===== src/rtl/digest_cmp_pkg.sv =====
// Shared encodings for the streamed digest comparator: compare modes, FSM
// states and the mode -> verdict mapping applied once all words are seen.
package digest_cmp_pkg;

    typedef enum logic [1:0] {
        MODE_EQ = 2'b00,
        MODE_NE = 2'b01,
        MODE_LT = 2'b10,
        MODE_LE = 2'b11
    } mode_e;

    typedef enum logic [1:0] {
        IDLE = 2'b00,
        RUN  = 2'b01,
        FIN  = 2'b10
    } state_e;

    function automatic logic verdict(input mode_e m, input logic eq, input logic lt);
        case (m)
            MODE_EQ: return eq;
            MODE_NE: return ~eq;
            MODE_LT: return lt & ~eq;
            default: return lt | eq;
        endcase
    endfunction

endpackage


===== src/rtl/digest_cmp_seq_if.sv =====
// Word-stream bus between the hash core (master) and the digest comparator (slave).
interface digest_cmp_seq_if #(
    parameter int N = 32
);
    logic         Start;
    logic [1:0]   Mode;
    logic         Valid;
    logic [N-1:0] DataIn0;
    logic [N-1:0] DataIn1;
    logic         Ready;
    logic         Done;
    logic         Op;
    logic         Busy;

    modport master (
        output Start, Mode, Valid, DataIn0, DataIn1,
        input  Ready, Done, Op, Busy
    );

    modport slave (
        input  Start, Mode, Valid, DataIn0, DataIn1,
        output Ready, Done, Op, Busy
    );
endinterface


===== src/rtl/digest_cmp_seq_cmp_word.sv =====
// Single N-bit unsigned word compare; one instance serves every beat.
module cmp_word #(
    parameter int N = 32
) (
    input  logic [N-1:0] i_a,
    input  logic [N-1:0] i_b,
    output logic         o_eq,
    output logic         o_lt
);
    assign o_eq = (i_a == i_b);
    assign o_lt = (i_a < i_b);
endmodule


===== src/rtl/digest_cmp_seq.sv =====
// Multi-word MSW-first comparator: streams WORDS beats, latches the first
// differing word's ordering and reports an EQ/NE/LT/LE verdict with a Done pulse.
module digest_cmp_seq
    import digest_cmp_pkg::*;
#(
    parameter  int N     = 32,
    parameter  int WORDS = 8,
    localparam int CW    = $clog2(WORDS + 1)
) (
    input logic              Clk,
    input logic              Rst_n,
    digest_cmp_seq_if.slave  bus
);
    localparam logic [CW-1:0] LAST = CW'(WORDS);

    state_e        r_state;
    mode_e         r_mode;
    logic [CW-1:0] r_cnt;
    logic          r_eq, r_lt, r_dec;
    logic          r_ready, r_done, r_op, r_busy;

    logic          w_weq, w_wlt;
    logic          w_restart, w_hit, w_last;
    mode_e         w_mode;
    logic [CW-1:0] w_b_cnt, w_n_cnt;
    logic          w_b_eq, w_b_lt, w_b_dec;
    logic          w_n_eq, w_n_lt, w_n_dec;

    cmp_word #(.N(N)) u_cmp (
        .i_a  (bus.DataIn0),
        .i_b  (bus.DataIn1),
        .o_eq (w_weq),
        .o_lt (w_wlt)
    );

    // Start during RUN restarts: the same-cycle word accumulates onto fresh
    // init values rather than onto the aborted comparison's state.
    assign w_restart = (r_state == RUN) && bus.Start;
    assign w_mode    = w_restart ? mode_e'(bus.Mode) : r_mode;
    assign w_b_cnt   = w_restart ? '0 : r_cnt;
    assign w_b_eq    = w_restart | r_eq;
    assign w_b_lt    = ~w_restart & r_lt;
    assign w_b_dec   = ~w_restart & r_dec;

    assign w_hit     = ~w_b_dec & ~w_weq;
    assign w_n_eq    = w_b_eq & ~w_hit;
    assign w_n_dec   = w_b_dec | w_hit;
    assign w_n_lt    = w_hit ? w_wlt : w_b_lt;
    assign w_n_cnt   = w_b_cnt + 1'b1;
    assign w_last    = bus.Valid && (w_n_cnt == LAST);

    always_ff @(posedge Clk) begin
        if (!Rst_n) begin
            r_state <= IDLE;
            r_mode  <= MODE_EQ;
            r_cnt   <= '0;
            r_eq    <= 1'b0;
            r_lt    <= 1'b0;
            r_dec   <= 1'b0;
            r_ready <= 1'b0;
            r_done  <= 1'b0;
            r_op    <= 1'b0;
            r_busy  <= 1'b0;
        end else begin
            r_done <= 1'b0;
            case (r_state)
                IDLE, FIN: begin
                    r_state <= IDLE;
                    r_ready <= 1'b0;
                    r_busy  <= 1'b0;
                    if (bus.Start) begin
                        r_state <= RUN;
                        r_mode  <= mode_e'(bus.Mode);
                        r_cnt   <= '0;
                        r_eq    <= 1'b1;
                        r_lt    <= 1'b0;
                        r_dec   <= 1'b0;
                        r_op    <= 1'b0;
                        r_ready <= 1'b1;
                        r_busy  <= 1'b1;
                    end
                end
                RUN: begin
                    r_mode <= w_mode;
                    r_cnt  <= bus.Valid ? w_n_cnt : w_b_cnt;
                    r_eq   <= bus.Valid ? w_n_eq  : w_b_eq;
                    r_lt   <= bus.Valid ? w_n_lt  : w_b_lt;
                    r_dec  <= bus.Valid ? w_n_dec : w_b_dec;
                    if (w_restart)
                        r_op <= 1'b0;
                    if (w_last) begin
                        r_state <= FIN;
                        r_done  <= 1'b1;
                        r_op    <= verdict(w_mode, w_n_eq, w_n_lt);
                        r_ready <= 1'b0;
                        r_busy  <= 1'b0;
                    end
                end
                default: r_state <= IDLE;
            endcase
        end
    end

    assign bus.Ready = r_ready;
    assign bus.Done  = r_done;
    assign bus.Op    = r_op;
    assign bus.Busy  = r_busy;

endmodule


===== src/flat_wrapper.sv =====
// flat-port wrapper written by rule: the top's interface ports become plain ports
module digest_cmp_seq_flat import digest_cmp_pkg::*;
#(
    parameter  int N     = 32,
    parameter  int WORDS = 8,
    localparam int CW    = $clog2(WORDS + 1)
)
  (Clk, Rst_n, bus_Start, bus_Mode, bus_Valid, bus_DataIn0, bus_DataIn1, bus_Ready, bus_Done, bus_Op, bus_Busy);
  digest_cmp_seq_if #(.N(N)) bus_i ();
  input logic Clk;
  input logic Rst_n;
  input wire logic [$bits(bus_i.Start)-1:0] bus_Start;
  input wire logic [$bits(bus_i.Mode)-1:0] bus_Mode;
  input wire logic [$bits(bus_i.Valid)-1:0] bus_Valid;
  input wire logic [$bits(bus_i.DataIn0)-1:0] bus_DataIn0;
  input wire logic [$bits(bus_i.DataIn1)-1:0] bus_DataIn1;
  output wire logic [$bits(bus_i.Ready)-1:0] bus_Ready;
  output wire logic [$bits(bus_i.Done)-1:0] bus_Done;
  output wire logic [$bits(bus_i.Op)-1:0] bus_Op;
  output wire logic [$bits(bus_i.Busy)-1:0] bus_Busy;
  assign bus_i.Start = bus_Start;
  assign bus_i.Mode = bus_Mode;
  assign bus_i.Valid = bus_Valid;
  assign bus_i.DataIn0 = bus_DataIn0;
  assign bus_i.DataIn1 = bus_DataIn1;
  assign bus_Ready = bus_i.Ready;
  assign bus_Done = bus_i.Done;
  assign bus_Op = bus_i.Op;
  assign bus_Busy = bus_i.Busy;
  digest_cmp_seq #(.N(N), .WORDS(WORDS)) u_core (.Clk(Clk), .Rst_n(Rst_n), .bus(bus_i));
endmodule

===== config.mk =====
export PLATFORM = sky130hd
export DESIGN_NAME = digest_cmp_seq_flat
export DESIGN_NICKNAME = d
export VERILOG_FILES = /design/src/rtl/digest_cmp_pkg.sv /design/src/rtl/digest_cmp_seq_if.sv /design/src/rtl/digest_cmp_seq_cmp_word.sv /design/src/rtl/digest_cmp_seq.sv /design/src/flat_wrapper.sv
export SDC_FILE = /design/constraint.sdc
export NUM_CORES = 1
export LEC_CHECK = 0
export ABC_AREA = 0
export BUFFER_PORTS_ARGS = -buffer_cell sky130_fd_sc_hd__buf_2
export CORE_UTILIZATION = 30
export DETAILED_ROUTE_END_ITERATION = 6
export GPL_TIMING_DRIVEN = 1
export PLACE_DENSITY_LB_ADDON = 0.15
export SLEW_MARGIN = 20
export SYNTH_ARGS = -nofsm -noshare
export SYNTH_HDL_FRONTEND = slang
export SYNTH_SLANG_ARGS = --single-unit

===== constraint.sdc =====
create_clock -name Clk -period 2.7 [get_ports Clk]
set_input_delay 0.27 -clock Clk [delete_from_list [all_inputs] [get_ports Clk]]
set_output_delay 0.27 -clock Clk [all_outputs]
set_load 0.01 [all_outputs]

Word-level counts from Yosys, hierarchy flattened
Cells that the tools add are included.

Input bits: 70. Output and inout port bits: 4. Register bits after elaboration: 14. Logic and storage cells: 70.

Magnitude comparators: 1. Multiplexer cells: 27. Reduce and logical (&&, ||, !) cells: 10. Add/sub/neg operators: 1. Eq/ne operators: 9. Bitwise operators: 13.

Operators with widths (number): == test 32 bit (1); < comparator 32 bit (1); 2-to-1 mux 1 bit (12); 2-to-1 mux 4 bit (3); one-hot mux 1 bit (2 select lines) (5); one-hot mux 2 bit (2 select lines) (2); one-hot mux 4 bit (2 select lines) (1); 2-to-1 mux 2 bit (3); AND reduction 2 bit (3); AND 1 bit (5); inverter 1 bit (5); adder 4 x 1 -> 4 bit (second input constant) (1); == test 2 x 1 -> 1 bit (second input constant) (2); == test 2 bit (second input constant) (2); == test 4 bit (second input constant) (1); logical NOT 2 bit (2); != test 3 x 1 -> 1 bit (second input constant) (1); bitwise OR 1 bit (3); one-hot mux 1 bit (3 select lines) (1); AND reduction 3 bit (1); logical AND 1 bit (2); != test 2 x 1 -> 1 bit (second input constant) (1); != test 2 bit (second input constant) (1); nonzero test 2 bit (1); OR reduction 2 bit (1).

Longest topological paths before layout
Word-level depth: 13. Depth in mapped cells: 10. Mapped depth without buffers: 9.

Hierarchy
Synthesis repeated with hierarchy kept, for this count alone.

Cell total of the unflattened synthesis: 208. Area total of the unflattened synthesis: 1552.7 µm².

Modules (own cells, without submodules): cmp_word (cells each 115, times used 1, area an instance 808.3 µm²); digest_cmp_seq (cells each 93, times used 1, area an instance 744.5 µm²).

Worst setup path after synthesis
Ideal clock, no wire load.

Kind: reg-to-reg. From: register u_core.r_state[0]. To: register u_core.r_op, in the netlist u_core.bus.Op. Arrival time: 2.054 ns. Period minus slack after synthesis: 2.173 ns. Stages on the path, launching flop included: 10. Path slack: 0.527 ns. Required time: 2.580 ns. Setup time: 0.120 ns. Cells stage by stage: dfxtp_1 -> buf_2 -> nand3b_4 -> and2_1 -> ha_1 -> xnor2_1 -> nand3_1 -> or3_4 -> o2111a_1 -> a211o_1.

Word-level cells in the longest chain between the ends: 13. Elaborated cells on any way between the ends: 32.

RTL lines: from (decl) (line digest_cmp_seq.sv:16) `state_e r_state;`; from (signal assigned) (line digest_cmp_seq.sv:54) `r_state <= IDLE;`; from (signal assigned) (line digest_cmp_seq.sv:68) `r_state <= IDLE;`; from (signal assigned) (line digest_cmp_seq.sv:72) `r_state <= RUN;`; parallel branches: the longest is 13 deep, another holds adder 4 x 1 -> 4 bit; to (signal assigned) (line digest_cmp_seq.sv:94) `r_op <= verdict(w_mode, w_n_eq, w_n_lt);`; to (decl) (line digest_cmp_seq.sv:20) `logic r_ready, r_done, r_op, r_busy;`.

Parallel ways; which one is timed is not known. A chain may end at the register's enable or synchronous reset.

Final worst setup path
Same ends and word-level chain as after synthesis.

==> impl_metrics.json <==
{
  "ys_seq_elements": 14,
  "highest_layer": "met4",
  "area_growth_pct": 29.6,
  "start_util_pct": 31.6,
  "wl_per_cell_um": 10.8,
  "vdd_drop_max_mv": 0.133,
  "cts_tree": "built",
  "synth.cell_area_mm2": 0.00163,
  "cp_top_family": "simple AND/OR/NAND/NOR gates",
  "arrival_ns": 2.36,
  "register_area_um2": 280,
  "whs_path_depth": 2,
  "drive_above_1_share_pct": 29.5,
  "skew_ns": 0.00141,
  "ys_types": 46,
  "diodes": 0,
  "outcome": "finished clean",
  "grt_pass1_vias": 1503,
  "post-cts-setup-buffers": 0,
  "finalPower_uw": 601,
  "cpPeakStageDelay_ns": 0.38,
  "syn_nets": 316,
  "multi_input_area_mm2": 0.00118,
  "place.gp.congestion": 0.763,
  "io_pins": 74,
  "p_switching_uw": 187,
  "netSwitchingFraction_pct": 31.1,
  "cp-end-kind": "flop",
  "hold_path.class": "in -> reg",
  "crit_fanout": 10,
  "final.min_clock_period_ns": 2.22,
  "ys.flop_type": "dfxtp_1",
  "finalSetupTns_ns": 0,
  "routed-wl-met3_um": 180,
  "cp_num_buf_inv": 0,
  "hpwl_um": 3280,
  "wirelength_um": 3820,
  "clock_latency_ns": 0.25,
  "power_leakage_nw": 1.15,
  "regToRegSetupSlack_ns": 0.48,
  "maxCapViolCount": 0,
  "cts_made_buffers": 3,
  "io_buffer_count": 73,
  "m1WireLength_um": 1800,
  "pwr-share-comb_pct": 33.7,
  "synth_async_sr_flop_share_pct": 0,
  "vias": 1683,
  "fp.dieH_um": 75.8,
  "dr_wl_met2_um": 1790,
  "core_area_mm2": 0.00517,
  "nets": 391,
  "cts-hold-fix-buffers": 0,
  "slew_headroom_pct": 70.4,
  "finalCoreUtilization_pct": 41.0,
  "worstPathRequired_ns": 2.84,
  "pwr_density_cell_mw_per_mm2": 284,
  "hold_violations": 0,
  "synthesis.instances": 212,
  "clock_power_share_pct": 29.5,
  "placedCellCount": 352,
  "crit_path_top_delay_cell": "dfxtp_1",
  "ff2ff_path_depth": 8,
  "cts_htree_levels": 1,
  "yosysWarnings": 0,
  "nFillCells": 551,
  "seqPwrFrac_pct": 36.9,
  "p_int_uw": 414,
  "die_x_um": 75.8,
  "grt_max_degree": 16,
  "final_common_cell": "buf_2",
  "drtIter0Drc": 45,
  "cts_root_buf": "clkbuf_8",
  "finalNonFillerCells": 355,
  "dieArea_mm2": 0.00575,
  "setup_violations": 0,
  "synth-edff-count": 0,
  "cts_sinks": 14,
  "grt_use_total_pct": 14.4,
  "ant_nets": 0,
  "cp_num_cells": 8,
  "cts_resized": 0,
  "cp_cell_sequence": "nand3b_4 -> and2_1 -> ha_1 -> xnor2_1 -> nand3_1 -> or3_4 -> o2111a_1 -> a211o_1",
  "fin_crit_sh_pct": 82.1,
  "drc_errors": 0,
  "rows": 26,
  "vias_per_cell": 4.74,
  "startpoint_type": "flop",
  "criticalPathCategory": "reg -> reg",
  "final_cell_mix": "buf_2 (73), inv_1 (40), ha_1 (34), nand2_1 (20), a21oi_1 (19)",
  "dr.pass1.iters": 4,
  "grt_pass1_wl_um": 6350,
  "path_clk_slew_ns": 0.06,
  "tightestPinTransition_ns": 0.433,
  "antenna_found_initial": 0,
  "grt_overflow": 0,
  "cts_buffer_depth": 2,
  "drv_slew": 0,
  "pre_cts_slack_ns": 0.309,
  "yosysSeqAreaShare_pct": 17.2,
  "max_freq_ghz": 0.451,
  "fin_ws_ns": 0.484,
  "syn_area_per_cell_um2": 7.71,
  "rsz0062_at_grt": "false"
}
[layer usage]
metal | GRT usage (%) | vias to the layer above
met3 | 1.98 | 5
met4 | 4.32 | 0
met1 | 18.6 | 727
li1 | - | 903
met5 | 0 | -
met2 | 24.6 | 48
[final timing paths]
| check | start | to |
|---|---|---|
| max | u_core.r_state[0] | u_core.bus.Op |
| min | Rst_n | u_core.r_lt |
| max reg2reg | u_core.r_state[0] | u_core.bus.Op |
| min reg2reg | u_core.bus.Ready | u_core.bus.Ready |
[stage by stage]
stage / instance area, µm² / hold WS (ns)
final: 2120 / 0.320
after global routing: 2120 / 0.329
after CTS: 2120 / 0.313
after detailed placement: 2080 / 0.501
after global placement: 2080 / 0.496
after floorplan: 1630 / 0.388
[logic make-up after synthesis]
logic type               after synthesis  share of synthesized area (%)
AND/OR/NAND/NOR                       61                           21.7
AO/OA/AOI/OAI                         54                           22.3
buffers and inverters                 45                           10.7
adder cells (fa/ha/maj)               34                           26.0
flip-flops                            14                           17.2
XOR/XNOR                               4                           2.14
[layout make-up]
type | count | share of cell area (%)
flip-flops and latches | 14 | 13.2
clock buffers | 3 | 1.95
well taps | 70 | 4.13
inverters | 40 | 7.09
multi-input cells | 153 | 55.6
repair buffers | 75 | 18.0
[power groups by stage]
stage,Sequential (mW),Combinational (mW),Clock (mW)
floorplan,0.224,0.122,0
global route,0.223,0.235,0.190
detailed placement,0.226,0.205,0
CTS,0.222,0.206,0.183
finish,0.222,0.202,0.177
global placement,0.226,0.204,0
[flip-flops by register name, indices dropped and copies added, names as in the netlist]
name,count
u_core.bus.Done,1
u_core.r_lt,1
u_core.r_state,2
u_core.bus.Op,1
u_core.r_eq,1
u_core.r_cnt,4
u_core.bus.Ready,1
u_core.r_dec,1
u_core.r_mode,2
[synthesized netlist by cell type (2+ instances only)]
library cell / number / area, µm²
inv_1: 40 / 150
ha_1: 34 / 425
nand2_1: 20 / 75.1
a21oi_1: 19 / 95.1
dfxtp_1: 14 / 280
nand3_1: 12 / 60.1
o21ai_0: 6 / 30.0
and4_1: 5 / 43.8
nor2_1: 5 / 18.8
nand4_1: 4 / 25.0
a211oi_1: 3 / 22.5
a221oi_1: 3 / 26.3
and2_1: 3 / 18.8
o211ai_1: 3 / 22.5
a22oi_1: 2 / 15.0
a31oi_1: 2 / 12.5
buf_2: 2 / 10.0
nor3b_1: 2 / 15.0
nor4_1: 2 / 12.5
nor4_2: 2 / 25.0
o2bb2ai_1: 2 / 17.5
xnor2_1: 2 / 17.5
xor2_1: 2 / 17.5
No activity file was read; power rests on OpenSTA's default activity.
